[config.mk]
export PLATFORM = sky130hd
export DESIGN_NAME = percount
export DESIGN_NICKNAME = d
export VERILOG_FILES = /design/src/rtl/taptempo_pkg.sv /design/src/rtl/risingedge.sv /design/src/rtl/percount.sv
export SDC_FILE = /design/constraint.sdc
export NUM_CORES = 1
export LEC_CHECK = 0
export BUFFER_PORTS_ARGS = -buffer_cell sky130_fd_sc_hd__buf_2
export CORE_ASPECT_RATIO = 1.5
export CORE_MARGIN = 5
export CORE_UTILIZATION = 48
export DETAILED_ROUTE_END_ITERATION = 12
export HOLD_SLACK_MARGIN = 0.1
export PLACE_DENSITY = 0.68
export SKIP_CTS_REPAIR_TIMING = 1
export SLEW_MARGIN = 15
export SYNTH_ARGS = -nofsm -noshare
export SYNTH_HDL_FRONTEND = slang
export SYNTH_HIERARCHICAL = 1
export SYNTH_SLANG_ARGS = --single-unit
[constraint.sdc]
create_clock -name clk_i -period 2.65 [get_ports clk_i]
set_input_delay 0.3975 -clock clk_i [delete_from_list [all_inputs] [get_ports clk_i]]
set_output_delay 0.3975 -clock clk_i [all_outputs]
set_load 0.03 [all_outputs]
[src/rtl/taptempo_pkg.sv]
// Shared tap-tempo constants: BPM limits, timepulse period and the
// derived period-counter sizing used by percount and the BPM divider.
package taptempo_pkg;

    localparam int PULSE_PER_NS = 5120;
    localparam int BPM_MAX      = 250;

    // Shortest beat interval in ns (one minute / BPM_MAX).
    localparam int MIN_NS = (60_000_000 / BPM_MAX) * 1000;

    localparam int BPMPER_MIN      = MIN_NS / PULSE_PER_NS;
    localparam int BPMPER_MAX      = 62_600;
    localparam int BPMPER_REG_SIZE = $clog2(BPMPER_MAX + 1);

    typedef enum logic {
        IDLE  = 1'b0,
        COUNT = 1'b1
    } state_e;

endpackage

[src/rtl/risingedge.sv]
// Registered rising-edge detector with async active-high reset.
// Ports: clk_i, rst_i, sig_i (level, clk_i-synchronous), rise_o (1 on 0->1).
module risingedge (
    input  logic clk_i,
    input  logic rst_i,
    input  logic sig_i,
    output logic rise_o
);

    logic sig_q;
    logic low_seen_q;

    always_ff @(posedge clk_i or posedge rst_i) begin
        if (rst_i) begin
            sig_q      <= 1'b0;
            low_seen_q <= 1'b0;
        end else begin
            sig_q      <= sig_i;
            low_seen_q <= low_seen_q | ~sig_i;
        end
    end

    // A level already high at reset release is not an edge: require a
    // real low sample first.
    assign rise_o = sig_i & ~sig_q & low_seen_q;

endmodule

[src/rtl/percount.sv]
// Tap-period counter: counts timepulses between accepted button taps.
// Ports: clk_i, rst_i, tp_i, btn_i in; btn_per_o, btn_per_ready out.
module percount #(
    parameter int BPMPER_MAX      = taptempo_pkg::BPMPER_MAX,
    parameter int BPMPER_MIN      = taptempo_pkg::BPMPER_MIN,
    parameter int BPMPER_REG_SIZE = $clog2(BPMPER_MAX + 1)
) (
    input  logic                     clk_i,
    input  logic                     rst_i,
    input  logic                     tp_i,
    input  logic                     btn_i,
    output logic [BPMPER_REG_SIZE:0] btn_per_o,
    output logic                     btn_per_ready
);

    import taptempo_pkg::*;

    localparam int W = BPMPER_REG_SIZE;
    localparam logic [W-1:0] CNT_MIN = W'(BPMPER_MIN);
    localparam logic [W-1:0] CNT_MAX = W'(BPMPER_MAX);

    state_e       state_q;
    logic [W-1:0] cnt_q;
    logic [W:0]   per_q;
    logic         rdy_q;
    logic         tap;
    logic [W-1:0] cnt_start;

    risingedge u_edge (
        .clk_i  (clk_i),
        .rst_i  (rst_i),
        .sig_i  (btn_i),
        .rise_o (tap)
    );

    // A timepulse coincident with the tap belongs to the new period.
    assign cnt_start = tp_i ? W'(1) : '0;

    always_ff @(posedge clk_i or posedge rst_i) begin
        if (rst_i) begin
            state_q <= IDLE;
            cnt_q   <= '0;
            per_q   <= '0;
            rdy_q   <= 1'b0;
        end else begin
            rdy_q <= 1'b0;
            unique case (state_q)
                IDLE: begin
                    if (tap) begin
                        state_q <= COUNT;
                        cnt_q   <= cnt_start;
                    end
                end
                COUNT: begin
                    // Tap wins over a simultaneous timeout.
                    if (tap && cnt_q >= CNT_MIN) begin
                        per_q <= {1'b0, cnt_q};
                        rdy_q <= 1'b1;
                        cnt_q <= cnt_start;
                    end else if (tp_i && cnt_q == CNT_MAX) begin
                        state_q <= IDLE;
                        cnt_q   <= '0;
                    end else if (tp_i) begin
                        cnt_q <= cnt_q + W'(1);
                    end
                end
            endcase
        end
    end

    assign btn_per_o     = per_q;
    assign btn_per_ready = rdy_q;

endmodule

=== After elaboration in Yosys (flattened, before gate mapping) ===
Cells that the tools add are included.

* Memories: 0
* Bits in registers: 36
* Latch bits: 0
* Input port bits: 4
* Output and inout port bits: 18
* Bits in writable memories: 0
* Word-level logic and storage cells: 33
* Memory bits (read-only): 0

* Multipliers: 0
* Multiplexer cells: 12
* Add/sub/neg operators: 1
* Order comparisons: 1
* Div/mod/pow operators: 0
* Equality and inequality tests: 3
* Bitwise logic cells: 6
* Shifts and indexed selects: 0
* Reductions and logical operators: 4

{| class="wikitable"
|+ Operators by type and width
! operator !! number
|-
| 16-bit 2-to-1 mux || 4
|-
| 16-bit case mux with 2 select lines || 1
|-
| 16-bit by 1-bit adder with 16-bit output (second input constant) || 1
|-
| 16-bit equality test (second input constant) || 1
|-
| 16-bit greater-or-equal comparator (second input constant) || 1
|-
| 1-bit 2-to-1 mux || 6
|-
| 4-bit by 2-bit != test with 1-bit output (second input constant) || 1
|-
| 2-bit AND reduction || 2
|-
| 1-bit NOT || 3
|-
| 1-bit AND || 2
|-
| 1-bit logical AND || 2
|-
| 2-bit != test (second input constant) || 1
|-
| 1-bit case mux with 2 select lines || 1
|-
| 1-bit OR || 1
|}

=== Depth between registers and ports, before layout ===
* Depth after elaboration: 6
* Depth in mapped cells: 7
* Mapped depth without buffers: 6

=== Hierarchy ===
Netlist, hierarchy kept.

{| class="wikitable"
|+ By module, submodules not included
! module !! seq. area each (µm²) !! instances !! area each (µm²) !! cells each
|-
| percount || 850.8 || 1 || 1,687.9 || 150
|-
| risingedge || 50.0 || 1 || 68.8 || 5
|}

=== Worst setup path before layout ===
Ideal clock, no wire load.

* Path type: register to register
* Start point: reg cnt_q[0]
* End point: reg per_q[0] (netlist: btn_per_o[0])
* Path slack: 500 ps
* Stages on the path, launching flop included: 7
* Setup time: 125 ps
* Required time: 2,525 ps
* Period minus slack after synthesis: 2,150 ps
* Arrival time: 2,025 ps
* Buffers on the path: 1
* Cell sequence: dfrtp_1 > ha_1 > o211ai_1 > a2111o_1 > a21oi_2 > buf_4 > mux2_2

* Longest elaborated chain between the ends: 3

{| class="wikitable"
|+ RTL lines
! item !! RTL line !! text
|-
| start, declared || percount.sv:23 || <nowiki>logic [W-1:0] cnt_q;</nowiki>
|-
| start signal, assigned || percount.sv:51 || <nowiki>cnt_q <= cnt_start;</nowiki>
|-
| start signal, assigned || percount.sv:59 || <nowiki>cnt_q <= cnt_start;</nowiki>
|-
| start signal, assigned || percount.sv:64 || <nowiki>cnt_q <= cnt_q + W'(1);</nowiki>
|-
| 16-bit greater-or-equal comparator || percount.sv:56 || <nowiki>if (tap && cnt_q >= CNT_MIN) begin</nowiki>
|-
| 1-bit logical AND || percount.sv:56 ||
|-
| 2-bit AND reduction (no line) || n/a ||
|-
| end signal, assigned || percount.sv:57 || <nowiki>per_q <= {1'b0, cnt_q};</nowiki>
|-
| end, declared || percount.sv:24 || <nowiki>logic [W:0] per_q;</nowiki>
|}

Several ways; a longest one is shown, not always the timed one.
A chain may end at the register's enable or synchronous reset.

=== Worst setup path in the final report ===
* Start point: reg u_edge.sig_q
* End point: reg cnt_q[13]

* Longest elaborated chain between the ends: 6
* Elaborated cells on any way between the ends: 9
* Classes of those cells: eq/ne: 2; mux: 2; bitwise: 3; reduce/logical: 2

{| class="wikitable"
|+ RTL lines
! item !! RTL line !! text
|-
| start, declared || risingedge.sv:10 || <nowiki>logic sig_q;</nowiki>
|-
| start signal, assigned || risingedge.sv:18 || <nowiki>sig_q <= sig_i;</nowiki>
|-
| 1-bit NOT * || risingedge.sv:25 || <nowiki>assign rise_o = sig_i & ~sig_q & low_seen_q;</nowiki>
|-
| 1-bit AND * (2 in series) || risingedge.sv:25 ||
|-
| net tap || percount.sv:26 || <nowiki>logic tap;</nowiki>
|-
| 1-bit logical AND || percount.sv:56 ||
|-
| 4-bit by 2-bit != test with 1-bit output (no line) / 16-bit 2-to-1 mux (equally long branches) || n/a ||
|-
| 2-bit AND reduction (no line) / 16-bit case mux with 2 select lines (equally long branches) || n/a ||
|}

The timed path passes the listed nets; every way through them passes the cells marked *.

==> metrics.md <==
| Metric | Value |
|---|---|
| CP Class | reg2reg |
| Max cap viols | 0 |
| CTS Buffer Depth | 2 |
| Post-Synthesis Net Count | approximately 160 |
| Setup TNS Final | 0 ns |
| Crit start category | register |
| Clk_lat worst skew | approximately 0.30 ns |
| Slowest cell on crit path | or4_1 |
| Leak | ~0.00091 uW |
| Global-route wire length before repair | between 6 and 7 mm |
| Final setup fails | 0 |
| Die X | between 50 and 60 um |
| Fin nets | around 190 |
| GPL Wtd Cong | slightly below 0.8 |
| CTS sink cnt | 36 |
| Vias post-DR | between 1000 and 1500 |
| CP Buf/Inv Count | 0 |
| Primary FF master, synth | dfrtp_1 |
| Drt pass-1 iters | 4 |
| Port bufs | 20 |
| HP Class | in2reg |
| Asr flop ratio synth | 1.000 |
| Seq/Total Area, Yosys | 0.5128 |
| Main area contributors after synthesis | dfrtp_1 (51%), mux2_2 (10%), nor3_1 (2.6%) |
| Vias per cell | around 5.7 |
| CP max FO | 9 |
| Post-synth top area share | 0.5128 |
| Yosys reg bits | 36 |
| Total CTS buffers | 5 |
| Post-route DRC | 0 |
| Root Driver | clkbuf_8 |
| Final period utilization | 0.8629 |
| Clock skew | a little over 0.009 ns |
| Routed WL | approximately 3.5 mm |
| Hold Vio Cnt, Final | 0 |
| Post-DR wirelength/cell | ~16 um |
| All-Layer GR Usage | 0.1603 |
| Layout cells sized above 1 | 0.3111 |
| Starting Density | 0.4860 |
| Tot Pwr | approximately 1200 uW |
| Die ar. | between 4000 and 5000 um2 |
| Worst-path cell chain | and3b_1 > mux2i_2 > or4_1 > or3_1 > a211oi_2 |
| Antenna violations before repair | 0 |
| Initial DRC Count | 39 |
| Cell row count | 27 |
| Core area | around 3600 um2 |
| Number of global-route vias before repair | roughly 1300 |
| Yosys warns | 6 |
| Area leader, netlist | dfrtp_1 |
| Max-slew headroom | 0.5745 |
| Final slew viol count | 0 |
| IO Pins | 22 |
| Syn-to-layout area delta | 13.68% |
| Actual slew at the worst max-slew pin | approximately 0.63 ns |
| Worst path arrival time | about 2.5 ns |
| GRT overflow | 0 |
| Mapped Cells | ~160 |
| EDFF count, synth | 0 |
| Storage element area | between 900 and 1000 um2 |
| Detailed placement HPWL | approximately 2.5 mm |
| Post-DRT Antenna Nets | 0 |
| CP peak stage delay | ~0.67 ns |
| CP required | ~2.9 ns |
| Filler instances | around 340 |
| Hold_ws | roughly 0.24 ns |
| Largest net degree at the start of global routing | 35 |
| CP Capture Type | register |
| Die height | around 84 um |
| CTS clk-pin slew, worst paths | approximately 0.07 ns |
| Count of cell types in the netlist | 42 |
| Avg Inst Size Synth | 11.33 um2 |
| Mapped cell area | 1757 um2 |
| Outcome | finished clean |
| Footprint of the multi-input gates | a little under 800 um2 |
| Antenna diodes | 0 |
| Pwr per Cell Area | just over 600 nW/um2 |
| CTS tree | built |
| Delay-heaviest family, CP | simple AND/OR/NAND/NOR gates |
| Fmax | between 400 and 500 MHz |
| Peak supply drop | ~460 uV |
| Htree depth | 2 |
| Unrepaired setup endpoints after global routing | false |
| Final min period | 2.287 ns |
[cell type report]
class	instances	share of cell area
multi-input cells	105	0.3941
clock inverters	3	0.01190
inverters	6	0.01128
repair buffers	25	0.07018
clock buffers	5	0.03446
flip-flops and latches	36	0.4511
well taps	43	0.02694
[layout by cell type, fill, tap and decap left out, types with 5 or more instances in the layout]
cell type / n
buf_2: 20
clkbuf_8: 5
dfrtp_1: 36
inv_1: 6
mux2_2: 16
nand2_1: 11
nand3_1: 6
nand4_1: 6
nor3_1: 9
o21ai_0: 6
or3_1: 5
xnor2_1: 5
[cells in the mapped netlist (2+ instances only)]
master,instances
or3_1,5
nor4_1,2
xor2_1,2
dfrtp_1,36
inv_1,6
nand4_1,6
nand3_1,6
ha_1,2
a211oi_2,2
nand2_1,11
a211oi_1,4
mux2_2,16
xnor2_1,5
o211ai_1,2
buf_4,3
a21oi_1,2
buf_2,4
or4_1,3
nand4b_1,2
nor3_1,9
o21ai_0,6
[final timing paths]
kind / startpoint / to / slack (ns) / cells after the start
worst min-delay path: btn_i / u_edge/sig_q / 0.24 / 1
min in group asynchronous: rst_i / u_edge/sig_q / 0.51 / 3
worst max-delay path: u_edge/sig_q / cnt_q[13] / 0.36 / 5
max in group asynchronous: rst_i / btn_per_o[8] / 1.60 / 4
worst min register to register: u_edge/low_seen_q / u_edge/low_seen_q / 0.46 / 1
worst max register to register: u_edge/sig_q / cnt_q[13] / 0.36 / 5
[power by group]
part / total (uW) / internal (uW) / switching, uW
Clock: 390 / 186 / 204
Sequential: 660 / 587 / 72.5
Combinational: 170 / 75.5 / 94.3
Total: 1220 / 849 / 371
[per-layer routing]
layer,track usage,share of wire,up-vias
li1,-,-,620
met1,0.1879,0.41,634
met2,0.2677,0.54,22
met3,0.04954,0.039,5
met4,0.05567,0.016,0
met5,0,0,-
[sequential cells by signal (all words and copies together) (netlist names)]
| name | cells |
|---|---|
| btn_per_o | 16 |
| btn_per_ready | 1 |
| cnt_q | 16 |
| state_q | 1 |
| u_edge/low_seen_q | 1 |
| u_edge/sig_q | 1 |
[per-stage QoR]
stage / area (um2) / utilization / setup WS [ns] / instances
4_1_cts: 1987 / 0.5497 / 0.3517 / 222
2_1_floorplan: 1757 / - / 0.5005 / 155
6_report: 1997 / 0.5524 / 0.3633 / 223
3_3_place_gp: 1894 / 0.5241 / 0.3842 / 214
3_5_place_dp: 1894 / 0.5241 / 0.2927 / 214
5_1_grt: 1997 / 0.5524 / 0.2734 / 223
[worst register-to-register path, cell delays in order (launching register included)]
cell	delay [ns]
dfrtp_1	0.35
and3b_1	0.32
mux2i_2	0.20
or4_1	0.67
or3_1	0.40
a211oi_2	0.25
[cells by family after synthesis]
group                    synth area share
AND/OR/NAND/NOR                    0.1838
multiplexers                       0.1104
buffers and inverters             0.03917
flip-flops                         0.5128
XOR/XNOR                          0.03490
other                            0.002135
adder cells (fa/ha/maj)           0.01424
AO/OA/AOI/OAI                      0.1026
Note: power is estimated with default switching activity, not from simulation.
